[config.mk]
export PLATFORM = sky130hd
export DESIGN_NAME = icache_refill_axi_rd
export DESIGN_NICKNAME = d
export VERILOG_FILES = /design/src/rtl/icache_refill_axi_rd.sv
export SDC_FILE = /design/constraint.sdc
export NUM_CORES = 1
export LEC_CHECK = 0
export ABC_AREA = 1
export ABC_CLOCK_PERIOD_IN_PS = 2100
export BUFFER_PORTS_ARGS = -buffer_cell sky130_fd_sc_hd__buf_4
export CORE_UTILIZATION = 40
export CTS_CLUSTER_DIAMETER = 150
export CTS_CLUSTER_SIZE = 10
export DETAILED_ROUTE_END_ITERATION = 8
export PLACE_DENSITY = 0.68
export SLEW_MARGIN = 0
export SYNTH_ARGS = -nofsm -noshare
export SYNTH_HDL_FRONTEND = slang
export SYNTH_SLANG_ARGS = --single-unit
[constraint.sdc]
create_clock -name clk -period 2.1 [get_ports clk]
set_input_delay 0.105 -clock clk [delete_from_list [all_inputs] [get_ports clk]]
set_output_delay 0.105 -clock clk [all_outputs]
set_load 0.05 [all_outputs]
[src/rtl/icache_refill_axi_rd.sv]
// AXI4 read master for ICache line refills and uncached fetches; one burst in flight.
// Optional ICACHE_REFILL_CRIT_WORD_FIRST_EN: WRAP bursts starting at the critical word, plus early_* ports.
module icache_refill_axi_rd #(
    parameter int ADDR_WIDTH = 32,
    parameter int DATA_WIDTH = 32,
    parameter int LINE_WORDS = 4,
    parameter int ID_WIDTH   = 4,
    parameter int AXI_ID     = 0
) (
    input  logic                             clk,
    input  logic                             rst,
    input  logic                             req_valid,
    output logic                             req_ready,
    input  logic [ADDR_WIDTH-1:0]            req_paddr,
    input  logic                             req_uncached,
    input  logic                             cancel,
    output logic                             rsp_valid,
    input  logic                             rsp_ready,
    output logic [LINE_WORDS*DATA_WIDTH-1:0] rsp_line,
    output logic                             rsp_err,
    output logic [ID_WIDTH-1:0]              ar_id,
    output logic [ADDR_WIDTH-1:0]            ar_addr,
    output logic [7:0]                       ar_len,
    output logic [2:0]                       ar_size,
    output logic [1:0]                       ar_burst,
    output logic                             ar_lock,
    output logic [3:0]                       ar_cache,
    output logic [2:0]                       ar_prot,
    output logic [3:0]                       ar_qos,
    output logic                             ar_user,
    output logic                             ar_valid,
    input  logic                             ar_ready,
    input  logic [ID_WIDTH-1:0]              r_id,
    input  logic [DATA_WIDTH-1:0]            r_data,
    input  logic [1:0]                       r_resp,
    input  logic                             r_last,
    input  logic                             r_valid,
    output logic                             r_ready
`ifdef ICACHE_REFILL_CRIT_WORD_FIRST_EN
    ,
    output logic                             early_valid,
    output logic [DATA_WIDTH-1:0]            early_word
`endif
);
    localparam int OFF = $clog2(LINE_WORDS * 4);
    localparam int CW  = $clog2(LINE_WORDS);

    typedef enum logic [2:0] {IDLE, AR, RDATA, RESP, DRAIN} state_e;

    state_e                                 state_q, state_d;
    logic [ADDR_WIDTH-1:0]                  addr_q, addr_d;
    logic [7:0]                             len_q, len_d;
    logic                                   cached_q, cached_d;
    logic [CW-1:0]                          cnt_q, cnt_d;
    logic [CW-1:0]                          start_q, start_d;
    logic                                   drop_q, drop_d;
    logic                                   err_q, err_d;
    logic [LINE_WORDS-1:0][DATA_WIDTH-1:0]  line_q, line_d;
    logic [CW-1:0]                          beat_num;
    logic                                   drop_now;
    logic                                   unused_bits;

    assign unused_bits = ^{r_id, r_resp[0], req_paddr[1:0]};
    assign drop_now    = drop_q | cancel;
    // Beat ordinal within the burst; differs from the write index only for wrapped bursts.
    assign beat_num    = cnt_q - start_q;

    assign ar_id    = ID_WIDTH'(AXI_ID);
    assign ar_addr  = addr_q;
    assign ar_len   = len_q;
    assign ar_size  = 3'b010;
    assign ar_lock  = 1'b0;
    assign ar_cache = cached_q ? 4'b0011 : 4'b0000;
    assign ar_prot  = 3'b100;
    assign ar_qos   = 4'b0000;
    assign ar_user  = 1'b0;
    assign rsp_line = line_q;
    assign rsp_err  = err_q;

`ifdef ICACHE_REFILL_CRIT_WORD_FIRST_EN
    assign ar_burst    = cached_q ? 2'b10 : 2'b01;
    assign early_valid = (state_q == RDATA) && r_valid && cached_q && (cnt_q == start_q) && !drop_now;
    assign early_word  = r_data;
`else
    assign ar_burst = 2'b01;
`endif

    always_comb begin
        state_d   = state_q;
        addr_d    = addr_q;
        len_d     = len_q;
        cached_d  = cached_q;
        cnt_d     = cnt_q;
        start_d   = start_q;
        drop_d    = drop_q;
        err_d     = err_q;
        line_d    = line_q;
        req_ready = 1'b0;
        ar_valid  = 1'b0;
        r_ready   = 1'b0;
        rsp_valid = 1'b0;
        case (state_q)
            IDLE: begin
                req_ready = 1'b1;
                if (req_valid) begin
                    cached_d = ~req_uncached;
                    start_d  = '0;
                    if (req_uncached) begin
                        addr_d = {req_paddr[ADDR_WIDTH-1:2], 2'b00};
                        len_d  = 8'd0;
                    end else begin
`ifdef ICACHE_REFILL_CRIT_WORD_FIRST_EN
                        addr_d  = {req_paddr[ADDR_WIDTH-1:2], 2'b00};
                        start_d = req_paddr[OFF-1:2];
`else
                        addr_d  = {req_paddr[ADDR_WIDTH-1:OFF], {OFF{1'b0}}};
`endif
                        len_d  = 8'(LINE_WORDS - 1);
                    end
                    cnt_d   = start_d;
                    err_d   = 1'b0;
                    drop_d  = 1'b0;
                    state_d = AR;
                end
            end
            AR: begin
                ar_valid = 1'b1;
                if (cancel) drop_d = 1'b1;
                if (ar_ready) state_d = drop_now ? DRAIN : RDATA;
            end
            RDATA: begin
                r_ready = 1'b1;
                if (cancel) drop_d = 1'b1;
                if (r_valid) begin
                    if (!drop_now) line_d[cnt_q] = r_data;
                    cnt_d = cnt_q + 1'b1;
                    // A last beat arriving before the programmed burst length is a bus error.
                    err_d = err_q | r_resp[1] | (r_last && (8'(beat_num) != len_q));
                    if (r_last) state_d = drop_now ? IDLE : RESP;
                end
            end
            DRAIN: begin
                r_ready = 1'b1;
                if (r_valid && r_last) state_d = IDLE;
            end
            RESP: begin
                rsp_valid = 1'b1;
                if (cancel || rsp_ready) state_d = IDLE;
            end
            default: state_d = IDLE;
        endcase
    end

    always_ff @(posedge clk) begin
        if (rst) begin
            state_q  <= IDLE;
            addr_q   <= '0;
            len_q    <= '0;
            cached_q <= 1'b0;
            cnt_q    <= '0;
            start_q  <= '0;
            drop_q   <= 1'b0;
            err_q    <= 1'b0;
            line_q   <= '0;
        end else begin
            state_q  <= state_d;
            addr_q   <= addr_d;
            len_q    <= len_d;
            cached_q <= cached_d;
            cnt_q    <= cnt_d;
            start_q  <= start_d;
            drop_q   <= drop_d;
            err_q    <= err_d;
            line_q   <= line_d;
        end
    end
endmodule

# Yosys cells after proc, flatten, opt, wreduce, memory -nomap -nowiden
# Index checks and enable logic that the tools add are counted.
[classes] n_addsub=1 order_cmp=2 n_eq_ne=12 n_mux=27 bitwise=5 reduce_logical=14
[op_table] op="bitwise mux 128 bit" n=1
[op_table] op="demux 32 bit (select 2 bit)" n=1
[op_table] op="two-way mux 32 bit" n=1
[op_table] op="two-way mux 3 bit" n=7
[op_table] op="one-hot mux 3 bit (5 select lines)" n=1
[op_table] op="inequality test 2 bit, second input constant" n=6
[op_table] op="two-way mux 2 bit" n=5
[op_table] op="AND reduction 3 bit" n=3
[op_table] op="inequality test 2 x 8 -> 1 bit" n=1
[op_table] op="two-way mux 1 bit" n=7
[op_table] op="equality test 3 x 2 -> 1 bit, second input constant" n=2
[op_table] op="AND reduction 6 bit" n=1
[op_table] op="two-way mux 4 bit" n=1
[op_table] op="one-hot mux 1 bit (2 select lines)" n=2
[op_table] op="one-hot mux 2 bit (2 select lines)" n=1
[op_table] op="nonzero test 2 bit" n=2
[op_table] op="OR reduction 2 bit" n=2
[op_table] op="equality test 3 x 1 -> 1 bit, second input constant" n=1
[op_table] op="equality test 3 bit, second input constant" n=1
[op_table] op="logical AND 1 bit" n=3
[op_table] op="logical NOT 3 bit" n=1
[op_table] op="< comparator 2 x 3 -> 1 bit, second input constant" n=1
[op_table] op="bitwise OR 1 bit" n=3
[op_table] op="adder 2 x 1 -> 2 bit, second input constant" n=1
[op_table] op="5 further kinds" n=6
[totals] register_bits=176 input_bits=79 output_inout_bits=195 elab_cells=72

# Depth between registers and ports, before layout
[logic_depth] ltp_word=5 depth_mapped=9 mapped_depth_nobuf=8

# Worst setup path after synthesis
# No wires, ideal clock.
[synth_timing] path_type="flip-flop to flip-flop" start="register state_q[0]" end="register state_q[2]" setup_time_ns=0.064 arrival_ns=2.157 required_time_ns=2.036 slack_ns=-0.121 path_stages_with_launch=7 n_path_buf=0 synth_period_minus_slack_ns=2.221 cell_sequence="dfxtp_1 -> inv_1 -> nor3_1 -> o21ai_0 -> nand3_1 -> nand2_1 -> nor2_1"
[synth_between] elab_chain_cells=3 elab_cells_between_ends=13 cone_classes="10 x eq/ne; 1 x mux; 2 x reduce/logical"
[synth_rtl] element="start: declaration" line="50" rtl="state_e state_q, state_d;"
[synth_rtl] element="start signal: assignment" line="166" rtl="state_q <= state_d;"
[synth_rtl] element="equality test 3 x 2 -> 1 bit, or another cell as far along" line="102" rtl="case (state_q)"
[synth_rtl] element="inequality test 2 bit (no source line)"
[synth_rtl] element="AND reduction 6 bit (no source line)"
# Several ways; a longest one is shown, not always the timed one.
# A chain may end at the register's enable or synchronous reset.

# Worst setup path after layout
[layout_timing] start="register state_q[2]" end="output port req_ready"
[layout_between] elab_chain_cells=2
[layout_rtl] element="logical NOT 3 bit" line="102"
[layout_rtl] element="two-way mux 1 bit" line="102"
[layout_rtl] element="end: declaration" line="13" rtl="output logic req_ready,"
# No other way between the ends.

==> impl_metrics.env <==
export IMPL_cp_top_family="buffers and inverters"
export IMPL_synth_area_leaders="dfxtp_1 (48%), nand2_1 (17%), nor2_1 (15%)"
export IMPL_antenna_cells=0
export IMPL_initial_core_util_pct=41.3
export IMPL_crit_fanout=30
export IMPL_worstPathArrival_ns=1.69
export IMPL_synth_cells=974
export IMPL_drc=0
export IMPL_crit_slowest_cell="dfxtp_1"
export IMPL_grt_overflow_total=0
export IMPL_place_congestion=0.784
export IMPL_p_int_mw=5.98
export IMPL_via_per_inst=4.48
export IMPL_netlist_area_um2=6900
export IMPL_ctsResizeCount=0
export IMPL_fin_skew_ns=0.00745
export IMPL_setup_tns_ns=0
export IMPL_fin_ws_ns=0.302
export IMPL_rsz0062_at_grt="false"
export IMPL_die_h_um=133
export IMPL_crit_top_cell="buf_4"
export IMPL_ys_types=23
export IMPL_die_area_um2=17800
export IMPL_floorplan_rows=47
export IMPL_p_leak_nw=4.61
export IMPL_first_pass_iters=5
export IMPL_hp_class="in2reg"
export IMPL_final_hold_violation_count=0
export IMPL_utilization_pct=57.2
export IMPL_clkLatencyLatePin_ns=0.43
export IMPL_period_needed_ns=1.80
export IMPL_pwr_share_clk_pct=34.0
export IMPL_grt_pass1_wl_mm=28.7
export IMPL_layout_drive_gt1_share_pct=23.8
export IMPL_grt_usage_pct=20.3
export IMPL_port_buffers=238
export IMPL_sequentialPowerShare_pct=38.1
export IMPL_whs_ns=0.0160
export IMPL_synth_edff_count=0
export IMPL_async_flop_share_pct=0
export IMPL_fmax_mhz=556
export IMPL_vdd_ir_drop_max_v=0.000637
export IMPL_ios=274
export IMPL_clk_pin_slew_worst_paths_ns=0.07
export IMPL_synth_seq_cells=166
export IMPL_slew_violations=0
export IMPL_area_delta_synth_final_pct=38.4
export IMPL_critPathRequiredTime_ns=2.00
export IMPL_wl_per_cell_um=12.5
export IMPL_drtIter0Drc=345
export IMPL_setup_viol=0
export IMPL_hpwl_mm=12.0
export IMPL_crit_chain="inv_1 > nand2_1 > nor2_2 > buf_4 > buf_4"
export IMPL_crit_buf_inv=3
export IMPL_status="complete, no violations"
export IMPL_synth_top_area_cell="dfxtp_1"
export IMPL_cts_tree="yes"
export IMPL_ys_seq_area_share_pct=48.1
export IMPL_routed_wl_mm=18.1
export IMPL_core_area_um2=16700
export IMPL_power_density_nw_per_um2=984
export IMPL_cts_buffers=17
export IMPL_synth_top_area_share_pct=48.1
export IMPL_max_cap_violations=0
export IMPL_grt_pass1_vias=5651
export IMPL_power_switching_mw=3.41
export IMPL_endpoint_kind="output port"
export IMPL_antenna_left=0
export IMPL_critPathLaunchType="register"
export IMPL_vias=6496
export IMPL_synth_ff_type="dfxtp_1"
export IMPL_cp_slowest_stage_delay_ns=0.40
export IMPL_synthTopCellsByCount="nand2_1 (310), nor2_1 (267), dfxtp_1 (166), inv_1 (48), nand3_1 (37)"
export IMPL_yosysMostFrequentCell="nand2_1"
export IMPL_finalNetCount=1300
export IMPL_grt_max_degree=92
export IMPL_p_sw_share_pct=36.3
export IMPL_root_buffer="clkbuf_16"
export IMPL_cts_sinks=166
export IMPL_post_cts_buffers=0
export IMPL_dpl_worst_slack_ns=0.342
export IMPL_min_period_over_period_pct=85.6
export IMPL_ys_warnings_count=0
export IMPL_p_comb_share_pct=28.0
export IMPL_die_w_um=133
export IMPL_cts_hold_buffers_added=32
export IMPL_clockBufferDepth=2
export IMPL_grt_antenna_before_repair=0
export IMPL_criticalPathCategory="reg2out"
export IMPL_syn_avg_cell_area_um2=7.09
export IMPL_h_tree_depth=4
## registers in the layout, summed over array words and instances, names as in the netlist
| signal | cells |
|---|---|
| rsp_err | 1 |
| drop_q | 1 |
| ar_addr | 30 |
| state_q | 3 |
| ar_len | 1 |
| rsp_line | 128 |
| cnt_q | 2 |
## layout make-up
| type | instances | area, um^2 |
|---|---|---|
| clock buffer | 18 | 439 |
| sequential | 166 | 3320 |
| clock inverter | 14 | 163 |
| inverter | 48 | 183 |
| fill | 1602 | 7150 |
| timing repair buffer | 282 | 2280 |
| multi-input combinational | 702 | 2880 |
| tap | 220 | 275 |
## per-layer routing
layer  vias up  wire (um)  global-route usage [%]
li1       3368          -                       -
met1      2893       8120                    26.3
met2       213       8450                    32.3
met3        22       1300                    5.90
met4         0        266                    6.63
met5         -          0                       0
## cells by family after synthesis
group / share of synthesized area, %
buf+inv: 11.6
compound gates: 3.26
flops: 48.1
fa+ha+maj: 0.725
other cells: 0.109
simple gates: 36.1
## power by group through the flow
stage	combinational [mW]	clock [mW]	sequential (mW)
after floorplan	1.28	0	4.28
after global placement	2.56	0	3.63
after detailed placement	2.57	0	3.64
after CTS	2.62	3.27	3.57
after global routing	2.83	3.39	3.61
final	2.63	3.19	3.58
## tightest hold or removal path, stage by stage
cell and delay (ns):
buf_4 0.08, inv_1 0.06, nand2_1 0.07, nand2_1 0.04, nor2_1 0.07
## path summary, 6_finish.rpt
check | from | end | slack, ns | cells past startpoint
worst max register to register | state_q[2] | rsp_line[57] | 0.34 | 9
worst min register to register | ar_addr[29] | ar_addr[29] | 0.46 | 2
worst max-delay path | state_q[2] | req_ready | 0.30 | 5
worst min-delay path | r_data[13] | rsp_line[109] | 0.02 | 5
## cell usage in the layout, fill, tap and decap left out, drive strengths merged
cell type,count
inv,55
clkinvlp,3
ha,4
dfxtp,166
o21a,1
o21bai,1
o21ai,7
nand3,37
nor2,273
nand2,312
clkinv,2
dlygate4sd3,32
nand3b,1
bufinv,2
nor3,2
nand4,1
conb,28
clkbuf,18
a21oi,35
buf,250
## stage by stage
stage	power (mW)	cells	cell area, um^2
4_1_cts	9.46	1450	9550
6_report	9.39	1450	9550
2_1_floorplan	5.57	1000	7010
5_1_grt	9.83	1450	9550
3_3_place_gp	6.19	1386	8630
3_5_place_dp	6.21	1386	8630
Power figures use the tool's default switching activity.
